--- src/rtl/orion_types.sv ---
`default_nettype none
// ============================================================================
// Module      : orion_types
// Description : Shared widths and types for the orion core memory arbiter.
// Revision    : 1.0  initial release
// ============================================================================
package orion_types;

  localparam int ADDRW = 32;
  localparam int DATAW = 32;
  localparam int MASKW = DATAW / 8;

  // Arbiter state: idle, or one transaction outstanding for fetch or data.
  typedef enum logic [1:0] {
    IDLE   = 2'd0,
    BUSY_I = 2'd1,
    BUSY_D = 2'd2
  } arb_state_t;

  // Latched downstream request.
  typedef struct packed {
    logic [ADDRW-1:0] addr;
    logic             we;
    logic [MASKW-1:0] wmask;
    logic [DATAW-1:0] wdata;
  } arb_req_t;

endpackage
`default_nettype wire

--- src/rtl/mem_arb_pick.sv ---
`default_nettype none
// ============================================================================
// Module      : mem_arb_pick
// Description : Combinational two-way picker. valid[0] = imem, valid[1] = dmem.
//               Build option ORION_ARB_ROUND_ROBIN_EN selects round-robin tie
//               breaking; otherwise dmem wins every tie.
// Revision    : 1.0  initial release
// ============================================================================
module mem_arb_pick (
  input  logic [1:0] valid,
  input  logic       last_grant,
  output logic [1:0] grant
);

`ifdef ORION_ARB_ROUND_ROBIN_EN
  // Tie goes to the port that did not win last time.
  always_comb begin
    grant = 2'b00;
    if (valid == 2'b11)
      grant = last_grant ? 2'b01 : 2'b10;
    else
      grant = valid;
  end
`else
  // Last grant is tracked by the parent but plays no part in fixed priority.
  logic w_unused_last_grant;
  assign w_unused_last_grant = last_grant;

  // Fixed priority: dmem beats imem on a tie.
  always_comb begin
    grant = 2'b00;
    if (valid[1])
      grant = 2'b10;
    else if (valid[0])
      grant = 2'b01;
  end
`endif

endmodule
`default_nettype wire

--- src/rtl/mem_arbiter.sv ---
`default_nettype none
// ============================================================================
// Module      : mem_arbiter
// Description : Shares one single-port memory between the fetch and data ports
//               of the orion core. One transaction at a time; the response is
//               routed back to the owner combinationally. Fetch responses can
//               be discarded after a jump (kill).
//               Build option: ORION_ARB_ROUND_ROBIN_EN (round-robin ties).
// Revision    : 1.0  initial release
// ============================================================================
module mem_arbiter
  import orion_types::*;
(
  input  logic             clk_i,
  input  logic             rst_i,
  input  logic [ADDRW-1:0] imem_addr_i,
  input  logic             imem_valid_i,
  input  logic             imem_kill_i,
  output logic [DATAW-1:0] imem_rdata_o,
  output logic             imem_resp_o,
  input  logic [ADDRW-1:0] dmem_addr_i,
  input  logic             dmem_valid_i,
  input  logic             dmem_we_i,
  input  logic [MASKW-1:0] dmem_wmask_i,
  input  logic [DATAW-1:0] dmem_wdata_i,
  output logic [DATAW-1:0] dmem_rdata_o,
  output logic             dmem_resp_o,
  output logic [ADDRW-1:0] mem_addr_o,
  output logic             mem_valid_o,
  output logic             mem_we_o,
  output logic [MASKW-1:0] mem_wmask_o,
  output logic [DATAW-1:0] mem_wdata_o,
  input  logic [DATAW-1:0] mem_rdata_i,
  input  logic             mem_resp_i
);

  arb_state_t r_state;
  arb_state_t w_state_next;
  arb_req_t   r_req;
  arb_req_t   w_req_next;
  logic       r_discard;
  logic       r_last_grant;
  logic [1:0] w_valid;
  logic [1:0] w_grant;
  logic       w_idle;

  assign w_idle = (r_state == IDLE);

  // A fetch that is being killed in the same cycle is never granted.
  assign w_valid = {dmem_valid_i, imem_valid_i & ~imem_kill_i};

  mem_arb_pick u_pick (
    .valid      (w_valid),
    .last_grant (r_last_grant),
    .grant      (w_grant)
  );

  // Next-state and request-capture logic.
  always_comb begin
    w_state_next = r_state;
    w_req_next   = r_req;
    case (r_state)
      IDLE: begin
        if (w_grant[1]) begin
          w_state_next     = BUSY_D;
          w_req_next.addr  = dmem_addr_i;
          w_req_next.we    = dmem_we_i;
          w_req_next.wmask = dmem_wmask_i;
          w_req_next.wdata = dmem_wdata_i;
        end else if (w_grant[0]) begin
          w_state_next     = BUSY_I;
          w_req_next.addr  = imem_addr_i;
          w_req_next.we    = 1'b0;
          w_req_next.wmask = '0;
          w_req_next.wdata = '0;
        end
      end
      BUSY_I, BUSY_D: begin
        if (mem_resp_i)
          w_state_next = IDLE;
      end
      default: w_state_next = IDLE;
    endcase
  end

  // State and request registers.
  always_ff @(posedge clk_i or posedge rst_i) begin
    if (rst_i) begin
      r_state <= IDLE;
      r_req   <= '0;
    end else begin
      r_state <= w_state_next;
      r_req   <= w_req_next;
    end
  end

  // Remember the last winner; 0 = imem, 1 = dmem.
  always_ff @(posedge clk_i or posedge rst_i) begin
    if (rst_i)
      r_last_grant <= 1'b0;
    else if (w_idle && (w_grant != 2'b00))
      r_last_grant <= w_grant[1];
  end

  // Kill during an outstanding fetch marks its response for discard; a kill
  // coinciding with the response is handled combinationally instead.
  always_ff @(posedge clk_i or posedge rst_i) begin
    if (rst_i)
      r_discard <= 1'b0;
    else if (r_state == BUSY_I) begin
      if (mem_resp_i)
        r_discard <= 1'b0;
      else if (imem_kill_i)
        r_discard <= 1'b1;
    end
  end

  assign mem_valid_o = ~w_idle;
  assign mem_addr_o  = {r_req.addr[ADDRW-1:2], 2'b00};
  assign mem_we_o    = r_req.we;
  assign mem_wmask_o = r_req.wmask;
  assign mem_wdata_o = r_req.wdata;

  assign imem_rdata_o = mem_rdata_i;
  assign dmem_rdata_o = mem_rdata_i;
  assign imem_resp_o  = (r_state == BUSY_I) & mem_resp_i & ~r_discard & ~imem_kill_i;
  assign dmem_resp_o  = (r_state == BUSY_D) & mem_resp_i;

endmodule
`default_nettype wire

--- config.mk ---
export PLATFORM = sky130hd
export DESIGN_NAME = mem_arbiter
export DESIGN_NICKNAME = d
export VERILOG_FILES = /design/src/rtl/orion_types.sv /design/src/rtl/mem_arb_pick.sv /design/src/rtl/mem_arbiter.sv
export SDC_FILE = /design/constraint.sdc
export NUM_CORES = 1
export LEC_CHECK = 0
export CORE_MARGIN = 3
export CORE_UTILIZATION = 25
export CTS_CLUSTER_DIAMETER = 100
export CTS_CLUSTER_SIZE = 28
export DETAILED_ROUTE_END_ITERATION = 10
export PLACE_DENSITY = 0.65
export SLEW_MARGIN = 20
export SYNTH_ARGS = -nofsm -noshare
export SYNTH_HDL_FRONTEND = slang
export SYNTH_SLANG_ARGS = --single-unit
--- constraint.sdc ---
create_clock -name clk_i -period 3.05 [get_ports clk_i]
set_input_delay 0.4575 -clock clk_i [delete_from_list [all_inputs] [get_ports clk_i]]
set_output_delay 0.4575 -clock clk_i [all_outputs]
set_load 0.005 [all_outputs]
=== Word level (Yosys, flattened, before mapping) ===
Index checks and enable logic that the tools add are counted.

* Reduce and logical (&&, ||, !) cells: 7
* Bitwise operators: 8
* Equal/unequal tests: 4
* Muxes and demuxes: 10

{| class="wikitable"
|+ Operator list
! operator !! count
|-
| two-way mux 69 bit || 2
|-
| two-way mux 2 bit || 4
|-
| AND reduction 2 bit || 3
|-
| AND 1 bit || 5
|-
| one-hot mux 2 bit (2 select lines) || 1
|-
| nonzero test 2 bit || 2
|-
| two-way mux 1 bit || 3
|-
| inequality test 3 x 1 -> 1 bit (second input constant) || 1
|-
| NOT 1 bit || 3
|-
| equality test 2 x 1 -> 1 bit (second input constant) || 1
|-
| equality test 2 bit (second input constant) || 1
|-
| logical NOT 2 bit || 1
|-
| inequality test 2 bit (second input constant) || 1
|-
| OR reduction 2 bit || 1
|}

* Logic and storage cells: 35
* Output and inout port bits: 136
* Bits in registers: 72
* Input bits: 139

=== Logic depth before layout (Yosys ltp) ===
* Depth in word-level cells: 7
* Depth in mapped cells: 6
* Gate-level depth less buffers: 5

=== By module ===
A second synthesis with hierarchy kept.

* Cells, all modules: 321
* Area, all modules: 3537.1 um^2

{| class="wikitable"
|+ Modules (own cells, without submodules)
! module !! cells an instance !! area each (um^2) !! sequential area each (um^2) !! times used
|-
| mem_arbiter || 319 || 3515.9 || 1776.7 || 1
|-
| mem_arb_pick || 2 || 21.3 || 0.0 || 1
|}

=== Worst setup path after synthesis ===
OpenSTA, ideal clock, no wires.

* Path type: reg2reg
* Start: register r_state[0]
* End: register r_req (netlist bit mem_wdata_o[10])
* Required time: 2.929 ns
* Stages on the path, launching flop included: 7
* Clock period less this slack: 1.428 ns
* Arrival: 1.307 ns
* Library setup time: 0.121 ns
* Path buffers: 2
* Path slack: 1.622 ns
* Cell sequence: dfrtp_1 -> inv_1 -> ha_1 -> and2_1 -> buf_2 -> buf_6 -> a22o_1

* Longest elaborated chain between the ends: 2

{| class="wikitable"
|+ RTL lines
! what !! RTL line !! source
|-
| from (decl) || mem_arbiter.sv:37 || <nowiki>arb_state_t r_state;</nowiki>
|-
| from (signal assigned) || mem_arbiter.sv:92 || <nowiki>r_state <= w_state_next;</nowiki>
|-
| logical NOT 2 bit || mem_arbiter.sv:62 || <nowiki>case (r_state)</nowiki>
|-
| AND reduction 2 bit (no line) || - ||
|-
| to (signal assigned) || mem_arbiter.sv:93 || <nowiki>r_req <= w_req_next;</nowiki>
|-
| to (decl) || mem_arbiter.sv:39 || <nowiki>arb_req_t r_req;</nowiki>
|}

No other way between the ends.
A chain may end at the register's enable or synchronous reset.

=== Worst setup path in the final report ===
* Start: register r_state[1]
* End: output port imem_resp_o

* Longest elaborated chain between the ends: 4

{| class="wikitable"
|+ RTL lines
! what !! RTL line !! source
|-
| equality test 2 x 1 -> 1 bit || mem_arbiter.sv:126 || <nowiki>assign imem_resp_o = (r_state == BUSY_I) & mem_resp_i & ~r_discard & ~imem_kill_i;</nowiki>
|-
| AND 1 bit (3 in a row) || mem_arbiter.sv:126 ||
|-
| to (decl) || mem_arbiter.sv:20 || <nowiki>output logic imem_resp_o,</nowiki>
|}

No other way between the ends.

==> results.md <==
* Hold crit path type: register to register
* CP arrival at 1760 ps
* Resized Gates After CTS at 0
* CTS tree: yes
* Top Ports at 275
* Number of global-route vias before repair at 2,644
* Mapped Area at 3640 sq um
* Final Util at 0.375
* CP max stage cell: clkdlybuf4s50_1
* CTS max path bufs at 2
* Clock transition at path regs at 60 ps
* Core area at 14,000 sq um
* Initial Utilization at 0.259
* Synth Register Bits at 70
* Fin Setup TNS at 0 ps
* Crit path time final at 2210 ps
* Sequential cell area at 1750 sq um
* Commonest non-fill, non-tap cell in the layout: clkdlybuf4s50_1
* CP Launch Type: register
* Final period util at 0.726
* Top delay family on crit path: buffers and inverters
* Skew final at 7.81 ps
* Nets at 519
* Fill cells at 1,366
* Synth-to-Final Area Change at 44.6%
* Clock Sinks at 70
* DP HPWL at 6720 um
* Library cells used by synthesis at 20
* Antenna viol nets, final at 0
* Area after DPL at 5010 sq um
* Worst VDD drop at 0.398 mV
* Post-CTS setup buffer count at 0
* Worst-skew pair later-pin latency at 330 ps
* Setup CP Type: register to output pin
* Worst path cell trace: inv_1 > ha_1 > nand2_1 > nor3_1 > clkdlybuf4s50_1
* Critical path endpoint category: output pin
* Grt total ovfl at 0
* Die width at 127 um
* Vias/cell at 4.31
* Critical path's largest stage delay at 530 ps
* Cell count after synthesis at 270
* Placer's final routability congestion estimate at 0.760
* DR DRC count at 0
* WHS at 496 ps
* Final Cell Area at 5260 sq um
* Router iterations before antenna repair at 3
* First-pass GRT wire length at 14,000 um
* Multi-input gate area at 1250 sq um
* Port Buffers at 172
* Most frequent cells in the layout: clkdlybuf4s50_1, dfrtp_1, a22o_1
* Global-route usage over all layers at 0.114
* Worst Path Max Fanout at 3
* Root buf cell: clkbuf_16
* Via count at 2,417
* Final Hold Viols at 0
* Share of layout cells above drive strength 1 at 0.205
* Final-report setup violation count at 0
* Wire length per cell at 16.3 um
* Leakage at 0.00226 uW
* Site Rows at 43
* Initial DRC count at 49
* Initial antenna violation count at 0
* Ys Warns at 0
* Sequential share of the synthesized area at 0.482
* Cts hold-fix bufs at 0
* Worst slew margin at 0.444
* Unrepaired setup endpoints after global routing: false
* Worst Path Required at 2590 ps
* Largest net degree at the start of global routing at 53
* DIE AREA at 16,000 sq um
* Slew at the pin closest to its max-slew limit at 833 ps
* CTS buffer count at 9
* H-tree Lvls at 3
* F_max at 452 MHz
* Avg Cell Area, Syn at 13.5 sq um
* Die height at 127 um
* # Max-Cap Violations at 0
* WP buf/inv at 2
* N_diodes at 0
* Final Slew Violations at 0
* Cell area power density at 860 nW/um^2
* Total Wirelength at 9130 um
* Power Total at 4520 uW
* Status: finished clean
-- report_power, final --
group          switching (uW)  internal, uW  total (uW)  leakage [uW]
Combinational             677          1330        2010       0.00128
Clock                     364           543         907      0.000123
Sequential                232          1380        1610      0.000854
Total                    1270          3250        4520       0.00226
-- per-stage QoR --
step                cells  setup slack (ps)
global placement      546               675
CTS                   561               814
floorplan             271               824
detailed placement    546               653
global route          561               724
finish                561               836
-- path summary, 6_finish.rpt --
path	start	to	slack [ps]	depth (start not counted)
min reg2reg	mem_wdata_o[9]$_DFFE_PP0P_	mem_wdata_o[9]$_DFFE_PP0P_	500	1
min	mem_wdata_o[9]$_DFFE_PP0P_	mem_wdata_o[9]$_DFFE_PP0P_	500	1
max	r_state[1]$_DFFE_PP0P_	imem_resp_o	840	5
min in group asynchronous	rst_i	mem_wdata_o[2]$_DFFE_PP0P_	610	2
max reg2reg	r_state[0]$_DFFE_PP0P_	mem_addr_o[3]$_DFFE_PP0P_	1260	5
max in group asynchronous	rst_i	mem_wdata_o[7]$_DFFE_PP0P_	1750	3
-- flip-flops by register name, indices dropped and copies added (netlist names) --
register	cells
r_state	2
mem_wmask_o	4
r_discard	1
mem_we_o	1
mem_wdata_o	32
mem_addr_o	30
-- final cells by class --
cell class,count,area share
multi-input combinational,116,0.237
inverter,4,0.00285
clock inverter,2,0.00190
clock buffer,13,0.0457
timing repair buffer,176,0.337
tap,180,0.0428
sequential,70,0.333
-- layer usage --
metal  share of wire  vias to the layer above  track usage
met5               0                        -            0
met4           0.039                        0       0.0700
met3            0.11                       44       0.0531
met2            0.49                      120        0.191
met1            0.36                     1159        0.115
li1                -                     1094            -
-- synthesized netlist by cell type --
cell / count / share of area
inv_1: 4 / 0.0041
buf_6: 9 / 0.028
ha_1: 3 / 0.010
o21ai_0: 1 / 0.0014
buf_4: 70 / 0.14
mux2_4: 29 / 0.12
nand2b_1: 2 / 0.0034
mux2_2: 30 / 0.093
nor2b_2: 1 / 0.0024
mux2_1: 1 / 0.0031
nand2_1: 1 / 0.0010
nor3_1: 1 / 0.0014
clkbuf_1: 1 / 0.0010
and2_1: 2 / 0.0034
a21oi_1: 4 / 0.0055
buf_2: 1 / 0.0014
a22o_1: 38 / 0.092
dfrtp_1: 70 / 0.48
o21ai_2: 1 / 0.0024
conb_1: 1 / 0.0010
-- cells by family after synthesis --
family                     synth area share
AOI/OAI and AO/OA                     0.101
adders and majority gates            0.0103
buffers and inverters                 0.179
DFF                                   0.482
muxes                                 0.216
other                               0.00103
and+or+nand+nor                      0.0117
Power figures use the tool's default switching activity.
